==> config.mk <==
export PLATFORM = sky130hd
export DESIGN_NAME = lsu
export DESIGN_NICKNAME = d
export VERILOG_FILES = /design/src/rtl/lsu.sv
export SDC_FILE = /design/constraint.sdc
export NUM_CORES = 1
export LEC_CHECK = 0
export BUFFER_PORTS_ARGS = -buffer_cell sky130_fd_sc_hd__buf_2
export CORE_ASPECT_RATIO = 0.9
export CORE_UTILIZATION = 45
export DETAILED_ROUTE_END_ITERATION = 7
export GPL_TIMING_DRIVEN = 0
export PLACE_DENSITY_LB_ADDON = 0.08
export SLEW_MARGIN = 0
export SYNTH_ARGS = -nofsm -noshare
export SYNTH_HDL_FRONTEND = slang
export SYNTH_SLANG_ARGS = --single-unit
==> constraint.sdc <==
create_clock -name clk -period 2 [get_ports clk]
set_clock_uncertainty 0.05 [all_clocks]
set_input_delay 0 -clock clk [delete_from_list [all_inputs] [get_ports clk]]
set_output_delay 0 -clock clk [all_outputs]
set_load 0.05 [all_outputs]
==> src/rtl/lsu.sv <==
// Load/store unit: takes one memory op from execute, runs a request/grant/response
// handshake with data memory, and returns sign/zero-extended load data for write-back.
`ifndef CPU_WIDTH
`define CPU_WIDTH 32
`endif

module lsu (
  input  logic                  clk,
  input  logic                  rst_n,
  input  logic                  ex_valid,
  output logic                  lsu_ready,
  input  logic [3:0]            ls_op,
  input  logic [`CPU_WIDTH-1:0] alu_res,
  input  logic [`CPU_WIDTH-1:0] store_data,
  input  logic [4:0]            rd_idx,
  output logic                  dmem_req,
  output logic                  dmem_we,
  output logic [`CPU_WIDTH-1:0] dmem_addr,
  output logic [3:0]            dmem_be,
  output logic [`CPU_WIDTH-1:0] dmem_wdata,
  input  logic                  dmem_gnt,
  input  logic                  dmem_rvalid,
  input  logic [`CPU_WIDTH-1:0] dmem_rdata,
  output logic                  lsu_done,
  output logic                  wb_we,
  output logic [4:0]            wb_rd_idx,
  output logic [`CPU_WIDTH-1:0] wb_data,
  output logic                  misalign,
  output logic [`CPU_WIDTH-1:0] bad_addr
);

  localparam int unsigned XLEN  = `CPU_WIDTH;
  localparam int unsigned RIDXW = 5;

  typedef enum logic [1:0] {
    S_IDLE = 2'd0,
    S_REQ  = 2'd1,
    S_WAIT = 2'd2,
    S_RESP = 2'd3
  } state_e;

  typedef struct packed {
    logic             store;
    logic [2:0]       funct3;
    logic [XLEN-1:0]  addr;
    logic [XLEN-1:0]  sdata;
    logic [RIDXW-1:0] rd;
  } op_t;

  state_e           state_q, state_d;
  op_t              op_q, op_d;
  logic             fault_q, fault_d;
  logic [XLEN-1:0]  wb_data_q, wb_data_d;
  logic [RIDXW-1:0] wb_rd_q, wb_rd_d;
  logic [XLEN-1:0]  bad_addr_q, bad_addr_d;

  logic             accept;
  logic             in_illegal;
  logic             in_misal;
  logic             in_fault;
  logic [7:0]       ld_byte;
  logic [15:0]      ld_half;
  logic [XLEN-1:0]  ld_ext;
  logic [3:0]       lane_be;
  logic [XLEN-1:0]  lane_wdata;

  assign accept = ex_valid && (state_q == S_IDLE);

  // Fault classification of the incoming op, decided once at accept time
  always_comb begin
    in_illegal = 1'b0;
    in_misal   = 1'b0;
    if (ls_op[3]) begin
      in_illegal = (ls_op[2:0] > 3'b010);
    end else begin
      in_illegal = (ls_op[2:0] == 3'b011) || (ls_op[2:0] == 3'b110) ||
                   (ls_op[2:0] == 3'b111);
    end
    case (ls_op[1:0])
      2'b01:   in_misal = alu_res[0];
      2'b10:   in_misal = (alu_res[1:0] != 2'b00);
      default: in_misal = 1'b0;
    endcase
    in_fault = in_illegal || in_misal;
  end

  // Byte lanes and replicated write data for the captured op
  always_comb begin
    lane_be    = 4'b1111;
    lane_wdata = op_q.sdata;
    case (op_q.funct3[1:0])
      2'b00: begin
        lane_be    = 4'b0001 << op_q.addr[1:0];
        lane_wdata = {4{op_q.sdata[7:0]}};
      end
      2'b01: begin
        lane_be    = 4'b0011 << {op_q.addr[1], 1'b0};
        lane_wdata = {2{op_q.sdata[15:0]}};
      end
      default: begin
        lane_be    = 4'b1111;
        lane_wdata = op_q.sdata;
      end
    endcase
  end

  // Load data lane select and extension
  always_comb begin
    ld_byte = dmem_rdata[7:0];
    case (op_q.addr[1:0])
      2'b00:   ld_byte = dmem_rdata[7:0];
      2'b01:   ld_byte = dmem_rdata[15:8];
      2'b10:   ld_byte = dmem_rdata[23:16];
      default: ld_byte = dmem_rdata[31:24];
    endcase
    ld_half = op_q.addr[1] ? dmem_rdata[31:16] : dmem_rdata[15:0];
    case (op_q.funct3)
      3'b000:  ld_ext = {{(XLEN-8){ld_byte[7]}}, ld_byte};
      3'b001:  ld_ext = {{(XLEN-16){ld_half[15]}}, ld_half};
      3'b100:  ld_ext = {{(XLEN-8){1'b0}}, ld_byte};
      3'b101:  ld_ext = {{(XLEN-16){1'b0}}, ld_half};
      default: ld_ext = dmem_rdata;
    endcase
  end

  // FSM state register
  always_ff @(posedge clk or negedge rst_n) begin
    if (!rst_n) begin
      state_q <= S_IDLE;
    end else begin
      state_q <= state_d;
    end
  end

  // FSM next state
  always_comb begin
    state_d = state_q;
    case (state_q)
      S_IDLE: if (accept) state_d = in_fault ? S_RESP : S_REQ;
      S_REQ:  if (dmem_gnt) state_d = op_q.store ? S_RESP : S_WAIT;
      S_WAIT: if (dmem_rvalid) state_d = S_RESP;
      S_RESP: state_d = S_IDLE;
      default: state_d = S_IDLE;
    endcase
  end

  // FSM outputs, decoded from the state and captured-op registers only
  always_comb begin
    lsu_ready  = 1'b0;
    dmem_req   = 1'b0;
    dmem_we    = 1'b0;
    dmem_be    = 4'b0000;
    lsu_done   = 1'b0;
    wb_we      = 1'b0;
    misalign   = 1'b0;
    dmem_addr  = {op_q.addr[XLEN-1:2], 2'b00};
    dmem_wdata = lane_wdata;
    case (state_q)
      S_IDLE: lsu_ready = 1'b1;
      S_REQ: begin
        dmem_req = 1'b1;
        dmem_we  = op_q.store;
        dmem_be  = lane_be;
      end
      S_RESP: begin
        lsu_done = 1'b1;
        wb_we    = !op_q.store && !fault_q;
        misalign = fault_q;
      end
      default: ;
    endcase
  end

  // Captured op and write-back datapath next values
  always_comb begin
    op_d       = op_q;
    fault_d    = fault_q;
    wb_data_d  = wb_data_q;
    wb_rd_d    = wb_rd_q;
    bad_addr_d = bad_addr_q;
    if (accept) begin
      op_d.store  = ls_op[3];
      op_d.funct3 = ls_op[2:0];
      op_d.addr   = alu_res;
      op_d.sdata  = store_data;
      op_d.rd     = rd_idx;
      fault_d     = in_fault;
      if (in_fault) bad_addr_d = alu_res;
    end
    if ((state_q == S_WAIT) && dmem_rvalid) begin
      wb_data_d = ld_ext;
      wb_rd_d   = op_q.rd;
    end
  end

  always_ff @(posedge clk or negedge rst_n) begin
    if (!rst_n) begin
      op_q       <= '0;
      fault_q    <= 1'b0;
      wb_data_q  <= '0;
      wb_rd_q    <= '0;
      bad_addr_q <= '0;
    end else begin
      op_q       <= op_d;
      fault_q    <= fault_d;
      wb_data_q  <= wb_data_d;
      wb_rd_q    <= wb_rd_d;
      bad_addr_q <= bad_addr_d;
    end
  end

  assign wb_data   = wb_data_q;
  assign wb_rd_idx = wb_rd_q;
  assign bad_addr  = bad_addr_q;

endmodule

==> After elaboration in Yosys (flattened, before gate mapping) <==
Cells that the tools add are included.
{ "word_totals": {"register_bits": 145, "in_bits": 110, "out_inout_bits": 143, "wordCells": 65} }
{ "classes": {"magnitude_cmp": 1, "n_eq_ne": 17, "shifts": 2, "muxes": 20, "reduce_logical": 15} }
{ "ops": {"columns": ["operator", "n"], "rows": [
  ["one-hot mux 32 bit (4 select lines)", 1],
  ["one-hot mux 32 bit (2 select lines)", 1],
  ["one-hot mux 8 bit (3 select lines)", 1],
  ["2-to-1 mux 16 bit", 1],
  ["equality test 3 bit (second input constant)", 4],
  ["equality test 2 x 1 -> 1 bit (second input constant)", 4],
  ["equality test 2 bit (second input constant)", 4],
  ["2-to-1 mux 1 bit", 8],
  ["2-to-1 mux 2 bit", 4],
  ["one-hot mux 2 bit (4 select lines)", 1],
  ["one-hot mux 4 bit (2 select lines)", 1],
  ["zero test 2 bit", 3],
  ["!= test 2 bit (second input constant)", 3],
  ["2-to-1 mux 4 bit", 1],
  ["<< shifter 1 x 2 -> 4 bit (first input constant)", 1],
  ["<< shifter 2 x 2 -> 4 bit (first input constant)", 1],
  ["equality test 3 x 1 -> 1 bit (second input constant)", 1],
  ["equality test 3 x 2 -> 1 bit (second input constant)", 1],
  ["greater-than comparator 3 x 2 -> 1 bit (second input constant)", 1],
  ["logical AND 1 bit", 3],
  ["zero test 3 bit", 1],
  ["logical OR 1 bit", 3],
  ["AND reduction 3 bit", 1],
  ["zero test 1 bit", 2],
  ["3 further kinds", 3]
]} }

==> Logic depth before layout (Yosys ltp) <==
Gate-level depths: netlist of the first run.
{ "logic_depth": {"ltp_word": 8, "ltp_mapped": 8, "ltp_nobuf": 6} }

==> Worst setup path after synthesis of the first run <==
No wires, ideal clock.
{ "synth_timing": {"path_type": "register to register", "startpoint": "reg state_q[0]", "endpoint": "reg bad_addr_q[10] (netlist: bad_addr[10])", "setup_ns": 0.125, "arrival_time_ns": 2.021, "required_ns": 1.825, "slack_ns": -0.196, "path_stages_with_launch": 8, "n_path_buf": 2, "synth_period_minus_slack_ns": 2.196, "cell_sequence": "dfrtp_1 inv_1 ha_1 and2_1 clkbuf_1 o21ai_1 buf_2 mux2_2"} }
{ "synth_between": {"elab_chain_len": 3} }
{ "synth_lines": {"columns": ["element", "line", "rtl"], "rows": [
  ["from (decl)", "50", "state_e state_q, state_d;"],
  ["from (signal assigned)", "131", "state_q <= state_d;"],
  ["zero test 2 bit", "67", "assign accept = ex_valid && (state_q == S_IDLE);"],
  ["logical AND 1 bit", "67", null],
  ["AND reduction 2 bit (no line)", null, null],
  ["to (signal assigned)", "208", "bad_addr_q <= bad_addr_d;"],
  ["to (decl)", "55", "logic [XLEN-1:0] bad_addr_q, bad_addr_d;"]
]} }
No other way between the ends.
A chain may end at the register's enable or synchronous reset.

==> Final worst setup path of the first run <==
{ "layout_timing": {"startpoint": "reg op_q[70] (netlist name)", "endpoint": "out dmem_wdata[16]"} }
{ "layout_between": {"elab_chain_len": 2, "elab_cells_between_ends": 3, "classes_between": "eq/ne: 1; mux: 1; reduce/logical: 1"} }
{ "layout_lines": {"columns": ["element", "line", "rtl"], "rows": [
  ["from (decl)", "51", "op_t op_q, op_d;"],
  ["from (signal assigned)", "204", "op_q <= op_d;"],
  ["equality test 2 x 1 -> 1 bit or zero test 2 bit (tied branches)", "91", "case (op_q.funct3[1:0])"],
  ["one-hot mux 32 bit (2 select lines) *", "91", null],
  ["to (decl)", "20", "output logic [`CPU_WIDTH-1:0] dmem_wdata,"]
]} }
Mark *: on every way between the ends. The rest lies on a longest branch, timed or not.

==> results of run 1 <==
[worst min path at each step]
stage                    from          end  depth (start not counted)  slack [ps]
6_report             dmem_gnt   state_q[1]                          4          20
3_5_place_dp            rst_n  wb_data[29]                          1         -30
3_3_place_gp   store_data[31]     op_q[36]                          3         140
2_1_floorplan           rst_n  bad_addr[0]                          0        -350
4_1_cts              dmem_gnt   state_q[1]                          4           3
5_1_grt              ex_valid     op_q[11]                          4          80
[worst max-delay path: stages, from the launching register on]
cell and delay [ps]:
sky130_fd_sc_hd__dfrtp_1 310, sky130_fd_sc_hd__buf_2 250, sky130_fd_sc_hd__buf_2 320, sky130_fd_sc_hd__mux2_2 380
sky130_fd_sc_hd__buf_2 210
[layer usage]
| layer | global-route usage, % | routed length, um |
|---|---|---|
| met1 | 34.5 | 9000 |
| met2 | 43.8 | 9910 |
| met3 | 7.45 | 1380 |
| met4 | 10.6 | 469 |
| met5 | 0 | 0 |
[state kept, by name, summed over array words and instances (netlist names)]
signal,flops
wb_data,32
wb_rd_idx,5
state_q,2
op_q,43
bad_addr,32
dmem_addr,30
fault_q,1
[cells by family after synthesis]
family | Yosys count
and+or+nand+nor | 291
AOI/OAI and AO/OA | 131
adders and majority gates | 7
buffers and inverters | 92
other | 1
DFF | 145
muxes | 58
[cell type report]
type	count	area [um^2]	area share (%)
sequential	145	3630	35.3
multi-input combinational	489	2780	27.1
timing repair buffer	365	2430	23.6
buffer	80	541	5.26
clock buffer	19	453	4.41
tap	198	248	2.41
clock inverter	12	158	1.53
inverter	9	37.5	0.365
antenna	1	2.50	0.0243
[timing repair]
| action | in CTS | in global routing |
|---|---|---|
| resized for setup | 25 | 46 |
| gates cloned | 0 | 0 |
| pin swaps | 0 | 4 |
| setup buffers | 0 | 8 |
| endpoints found under the hold margin | 199 | 0 |
| hold buffers | 106 | 0 |
| setup endpoints to repair | 121 | 141 |
[stage by stage]
stage	cells	hold slack, ps
6_report	1318	21.2
5_1_grt	1318	82.0
4_1_cts	1311	3.33
3_5_place_dp	1175	-32.6
3_3_place_gp	1174	140
2_1_floorplan	726	-346
[layout by cell type, fill, tap and decap left out, drive strengths merged, types with 4 or more instances in the layout]
master / count
buf: 309
nand2: 250
dfrtp: 145
dlygate4sd3: 106
mux2: 49
clkbuf: 49
o21ai: 47
a21oi: 44
o211ai: 16
nor2: 13
inv: 9
mux2i: 8
a211o: 8
nor2b: 8
nand3b: 8
a2bb2oi: 7
ha: 7
clkinv: 5
clkinvlp: 4
and2: 4
==> summary.md, run 1 <==
| Metric | Value |
|---|---|
| Run status | complete, no violations |
| Estimated wirelength of the detail-placed design | roughly 14000 um |
| Design area | a little over 10000 um^2 |
| Nature of the critical path endpoint | output port |
| Register-to-register setup slack | 120 ps |
| Wire length of the first global-routing pass | 33200 um |
| Fin crit share | 97.1% |
| Number of core rows | 42 |
| Fin nets | 1224 |
| Core occupancy in the finished layout | 69.6% |
| Vias in the first global route | 6635 |
| Syn-to-layout area delta | 50.3% |
| RR Startpoint | op_q[37] |
| Xor/xnor cell area share of the yosys netlist | 0% |
| Number of synthesized flops with an enable pin | 0 |
| Number of max-capacitance violations reported | 0 |
| Startpoint type of the worst setup path | register |
| Number of hold-slack violations in the final timing report | 0 |
| Clock Latency Late Sink | 420 ps |
| Sink count of the clock tree | approximately 150 |
| Achievable frequency | 515 MHz |
| Root Buffer | sky130_fd_sc_hd__clkbuf_16 |
| Post-synthesis async set-or-reset flop share | 100% |
| Drt initial violations | 344 |
| Flip-flop cell with the highest count after synthesis | sky130_fd_sc_hd__dfrtp_1 |
| Minimum clock period | 1940 ps |
| Clock Path Buffers | 2 |
| Routed Antenna Nets | 0 |
| Cell taking the most area after synthesis | sky130_fd_sc_hd__dfrtp_1 |
| Largest driver fanout on the critical path | 10 |
| Overall via count from detail_route | 6560 |
| Residual DRC count | 0 |
| Top cells by count, synth | 250 x sky130_fd_sc_hd__nand2_1, 145 x sky130_fd_sc_hd__dfrtp_1, 49 x sky130_fd_sc_hd__mux2_2, 46 x sky130_fd_sc_hd__o21ai_0, 44 x sky130_fd_sc_hd__a21oi_1 |
| Simple-gate share of the synthesized area | 17.2% |
| Transition time at the pin with the least slew margin | 600 ps |
| Mux cell area share after synthesis | about a tenth |
| Tot GR Track Use | 27.1% |
| Most common cell in the synthesized netlist | sky130_fd_sc_hd__nand2_1 |
| Overall die height | roughly 120 um |
| Leftover overflow at the end of global routing | 0 |
| Standard cell core area | between 10000 and 15000 um^2 |
| Num CTS Buffers | 17 |
| Synthesized area divided by synthesized cell count | approximately 9.4 um^2 |
| Placed Instance Area | 8390 um^2 |
| Critical Path Source | op_q[70] |
| Global placement routability congestion | slightly below 0.8 |
| Number of synthesized register bits | 145 |
| Worst min path class | in -> reg |
| Cells after synthesis | 725 |
| Relative slew slack | 60.0% |
| Die Area | ~16000 um^2 |
| Fraction of layout instances using a drive strength above 1 | 37.8% |
| Number of library cell types mapped by synthesis | 36 |
| Register-to-Register Path Depth | 4 |
| Initial antenna violation count | 1 |
| Clock-pin slew reported for the worst setup and hold paths after clock tree synthesis | 60 ps |
| Adder and majority cell fraction of the synthesized area | about 1.3% |
| Htree depth | 4 |
| IO Pins | between 200 and 300 |
| Pre-CTS setup slack | -277 ps |
| Required @ worst endpoint | 1950 ps |
| Filler Cells Inserted | 1182 |
| Wire length per cell after detailed routing | 15.8 um |
| Synthesis warning total | 0 |
| DIE WIDTH | 132 um |
| Compound-Gate Fraction of Synth Area | 11.4% |
| Critical path destination | dmem_wdata[16] |
| Start-to-end type of the worst setup path | reg -> out |
| Count of endpoints failing setup in the final report | 0 |
| Synth area leaders | sky130_fd_sc_hd__dfrtp_1 53%, sky130_fd_sc_hd__nand2_1 14%, sky130_fd_sc_hd__mux2_2 8.1%, sky130_fd_sc_hd__buf_4 4.4%, sky130_fd_sc_hd__o21ai_0 3.4% |
| Port Buffers | 250 |
| Worst setup margin | 57.9 ps |
| End of the worst register-to-register path | wb_data[15] |
| Number of iterations in the first detailed-routing pass | 4 |
| Arrival time at the worst endpoint | 1890 ps |
| Top cell type's share of synthesized area | 53.0% |
| CTS tree | built |
| Fin Setup TNS | 0 ps |
| Total count of max-transition violations in the final report | 0 |
| Sequential share of the synthesized area | 53.0% |
| Initial core utilization | between 40% and 50% |
| Main combinational cell family by area after synthesis | simple AND/OR/NAND/NOR gates |
| Vias per cell | 4.98 |
| Pin count of the biggest net entering global routing | 84 |
| Post-synthesis instance area | 6840 um^2 |
| Final routed wirelength across all metal layers | between 20000 and 25000 um |
Power of run 1 is not shown: default switching activity piles up to over one toggle a cycle in this logic, so the estimate is an artifact.
==> inputs of run 2 (changes only) <==
- CORE_UTILIZATION: 45 -> 50
- clock period: 2 -> 1.8 ns (I/O delays scaled with it)
==> run 2 against run 1 <==
Compared with the run above: die area down 9.8%; the run now ends with design-rule violations, negative setup slack left; count of clock-buffer cells in the layout up 1; non-clock buffer count up 15; core utilization up 9.2 points; cell area up 2.4%; critical path depth up 2; worst hold slack worse by 16 ps; critical path type unchanged; register-to-register slack worse by 100 ps; global-route usage up 4.0 points; via count up 3.3%; highest routed layer unchanged; first-iteration DRC count up 7.0%.
==> summary.md, run 2 (synthesis gave the netlist of run 1 again) <==
| Metric | Value |
|---|---|
| Fin nets | 1239 (+1.2%) |
| Achievable frequency | 555 MHz |
| Vias per cell | 5.21 (+4.6%) |
| Clock-pin slew reported for the worst setup and hold paths after clock tree synthesis | 60 ps (about the same) |
| Transition time at the pin with the least slew margin | 642 ps (+42.6 ps) |
| Standard cell core area | 13400 um^2 (-9.5%) |
| Start-to-end type of the worst setup path | reg -> out |
| Pre-CTS setup slack | -413 ps (-136 ps) |
| Most used cells in the layout excluding fill and tap cells | 249 x sky130_fd_sc_hd__nand2_1, 232 x sky130_fd_sc_hd__buf_2, 144 x sky130_fd_sc_hd__dfrtp_1, 107 x sky130_fd_sc_hd__dlygate4sd3_1, 69 x sky130_fd_sc_hd__buf_4 |
| Largest register by flop count | op_q |
| Unrepaired setup endpoints after global routing | true |
| Initial antenna violation count | 1 (unchanged) |
| Wire length of the first global-routing pass | 33800 um (+1.7%) |
| Pin count of the biggest net entering global routing | 80 (-4.8%) |
| GR Layer Usage met2 | 51.4% (+7.6 points) |
| Count of endpoints failing setup in the final report | 1 (+1) |
| Die Area | 14200 um^2 (-9.8%) |
| Drt initial violations | 368 (+7.0%) |
| Clock Latency Late Sink | 420 ps (about the same) |
| Number of iterations in the first detailed-routing pass | 7 (+3) |
| Global placement routability congestion | 0.834 (+5.9%) |
| Fraction of layout instances using a drive strength above 1 | 38.7% (+0.86 points) |
| Wire length per cell after detailed routing | 16.7 um (+5.9%) |
| Worst setup margin | -1.23 ps (-59.1 ps) |
| Minimum clock period | 1800 ps |
| Sink count of the clock tree | 145 (unchanged) |
| Fin crit share | 100% |
| Leftover overflow at the end of global routing | 0 (unchanged) |
| Htree depth | 4 (unchanged) |
| Root Buffer | sky130_fd_sc_hd__clkbuf_16 |
| Overall via count from detail_route | 6779 (+3.3%) |
| Largest driver fanout on the critical path | 10 (unchanged) |
| Startpoint type of the worst setup path | register |
| Num CTS Buffers | 17 (unchanged) |
| Vias in the first global route | 6706 (+1.1%) |
| Worst min path class | in -> reg |
| Required @ worst endpoint | 1750 ps (-200 ps) |
| Residual DRC count | 17 (+17) |
| Port Buffers | 250 (unchanged) |
| Run status | finished, violations left |
| Number of hold-slack violations in the final timing report | 0 (unchanged) |
| Estimated wirelength of the detail-placed design | 13500 um (-3.3%) |
| Final routed wirelength across all metal layers | 21700 um (+4.6%) |
| Stage delay of the slowest cell on the critical path | 380 ps (about the same) |
| Fin Setup TNS | -1.23 ps (-1.23 ps) |
| Met3 track demand over resource in global routing | 7.90% (+0.45 points) |
| Worst path cell trace | buf_6 -> buf_8 -> inv_4 -> o21ai_0 -> a21oi_1 -> buf_4 |
| CTS tree | built |
| Overall die height | 113 um (-5.0%) |
| Layer with the highest usage after global routing | met2 |
| Initial core utilization | 51.2% (+4.9 points) |
| Critical-path top delay cell | sky130_fd_sc_hd__dfrtp_1 |
| Relative slew slack | 57.2% (-2.8 points) |
| Number of max-capacitance violations reported | 0 (unchanged) |
| Failing checks | design-rule violations, negative setup slack |
| Syn-to-layout area delta | 53.9% |
| Total count of max-transition violations in the final report | 0 (unchanged) |
| Number of core rows | 40 (-4.8%) |
| Nature of the critical path endpoint | output port |
| Tot GR Track Use | 31.0% (+4.0 points) |
| Max reg flops | 43 (unchanged) |
| DIE WIDTH | 125 um (-5.1%) |
| Routed Antenna Nets | 0 (unchanged) |
| IO Pins | 253 (unchanged) |
| Most common cell after layout, fill and taps aside | sky130_fd_sc_hd__nand2_1 |
| GRT met1 Usage | 38.4% (+3.9 points) |
| Clock Path Buffers | 2 (unchanged) |
| Arrival time at the worst endpoint | 1750 ps (-140 ps) |
[run 2: cell count changes in the layout (fill, tap and decap cells not counted), moves of 3 or more]
| cell | before | now |
|---|---|---|
| sky130_fd_sc_hd__clkbuf_4 | 10 | 4 |
| sky130_fd_sc_hd__buf_6 | 6 | 20 |
| sky130_fd_sc_hd__buf_2 | 250 | 232 |
| sky130_fd_sc_hd__buf_4 | 51 | 69 |
| sky130_fd_sc_hd__buf_8 | 0 | 3 |
| sky130_fd_sc_hd__mux2_4 | 0 | 4 |
| sky130_fd_sc_hd__mux2_2 | 49 | 45 |
[run 2: stage by stage]
stage,cell area (um^2),util [%],hold slack (ps),cells
2_1_floorplan,6880,-,-346,726
3_3_place_gp,8340,62.4,140,1144
3_5_place_dp,8380,62.7,-21.1,1145
4_1_cts,10300,77.4,1.60,1293
5_1_grt,10500,78.8,17.5,1302
6_report,10500,78.8,5.62,1302
[run 2: critical path: cells and delay by family (launching register included)]
kind,cells,cell delay (ps)
AOI/OAI and AO/OA,2,320
buffers and inverters,4,630
DFF,1,380
[run 2: what timing repair did]
item | in CTS | in global routing
endpoints found under the hold margin | 203 | 0
endpoints found under the setup margin | 134 | 144
buffers inserted | 10 | 9
gates cloned | 3 | 0
hold buffers | 107 | 0
resized for setup | 69 | 48
pin swaps | 3 | 8
[run 2: cell type report]
type	count	area, um^2
Tap cell	168	210
Buffer	80	579
Timing Repair Buffer	380	2660
Clock buffer	20	457
Fill cell	879	2830
Antenna cell	1	2.50
Multi-Input combinational cell	489	2820
Clock inverter	10	136
Sequential cell	145	3630
Inverter	9	36.3
[run 2: path summary, 6_finish.rpt]
| path | from | end | slack (ps) | cells after the start |
|---|---|---|---|---|
| worst min-delay path | dmem_gnt | state_q[1] | 6 | 4 |
| worst max-delay path | op_q[38] | dmem_be[1] | -1 | 6 |
| worst min register to register | wb_rd_idx[2] | wb_rd_idx[2] | 420 | 2 |
| min in group asynchronous | rst_n | wb_data[25] | 80 | 2 |
| max in group asynchronous | rst_n | dmem_addr[30] | 830 | 3 |
| worst max register to register | op_q[37] | wb_data[15] | 20 | 4 |
[run 2: metal layers]
layer  wire length (um)  vias up  share of wire (%)
li1                   -     3170                  -
met1               8900     3234                 41
met2              10500      320                 49
met3               1630       55                7.5
met4                656        0                3.0
met5                  0        -                  0
Power of run 2 is left out for the same reason.
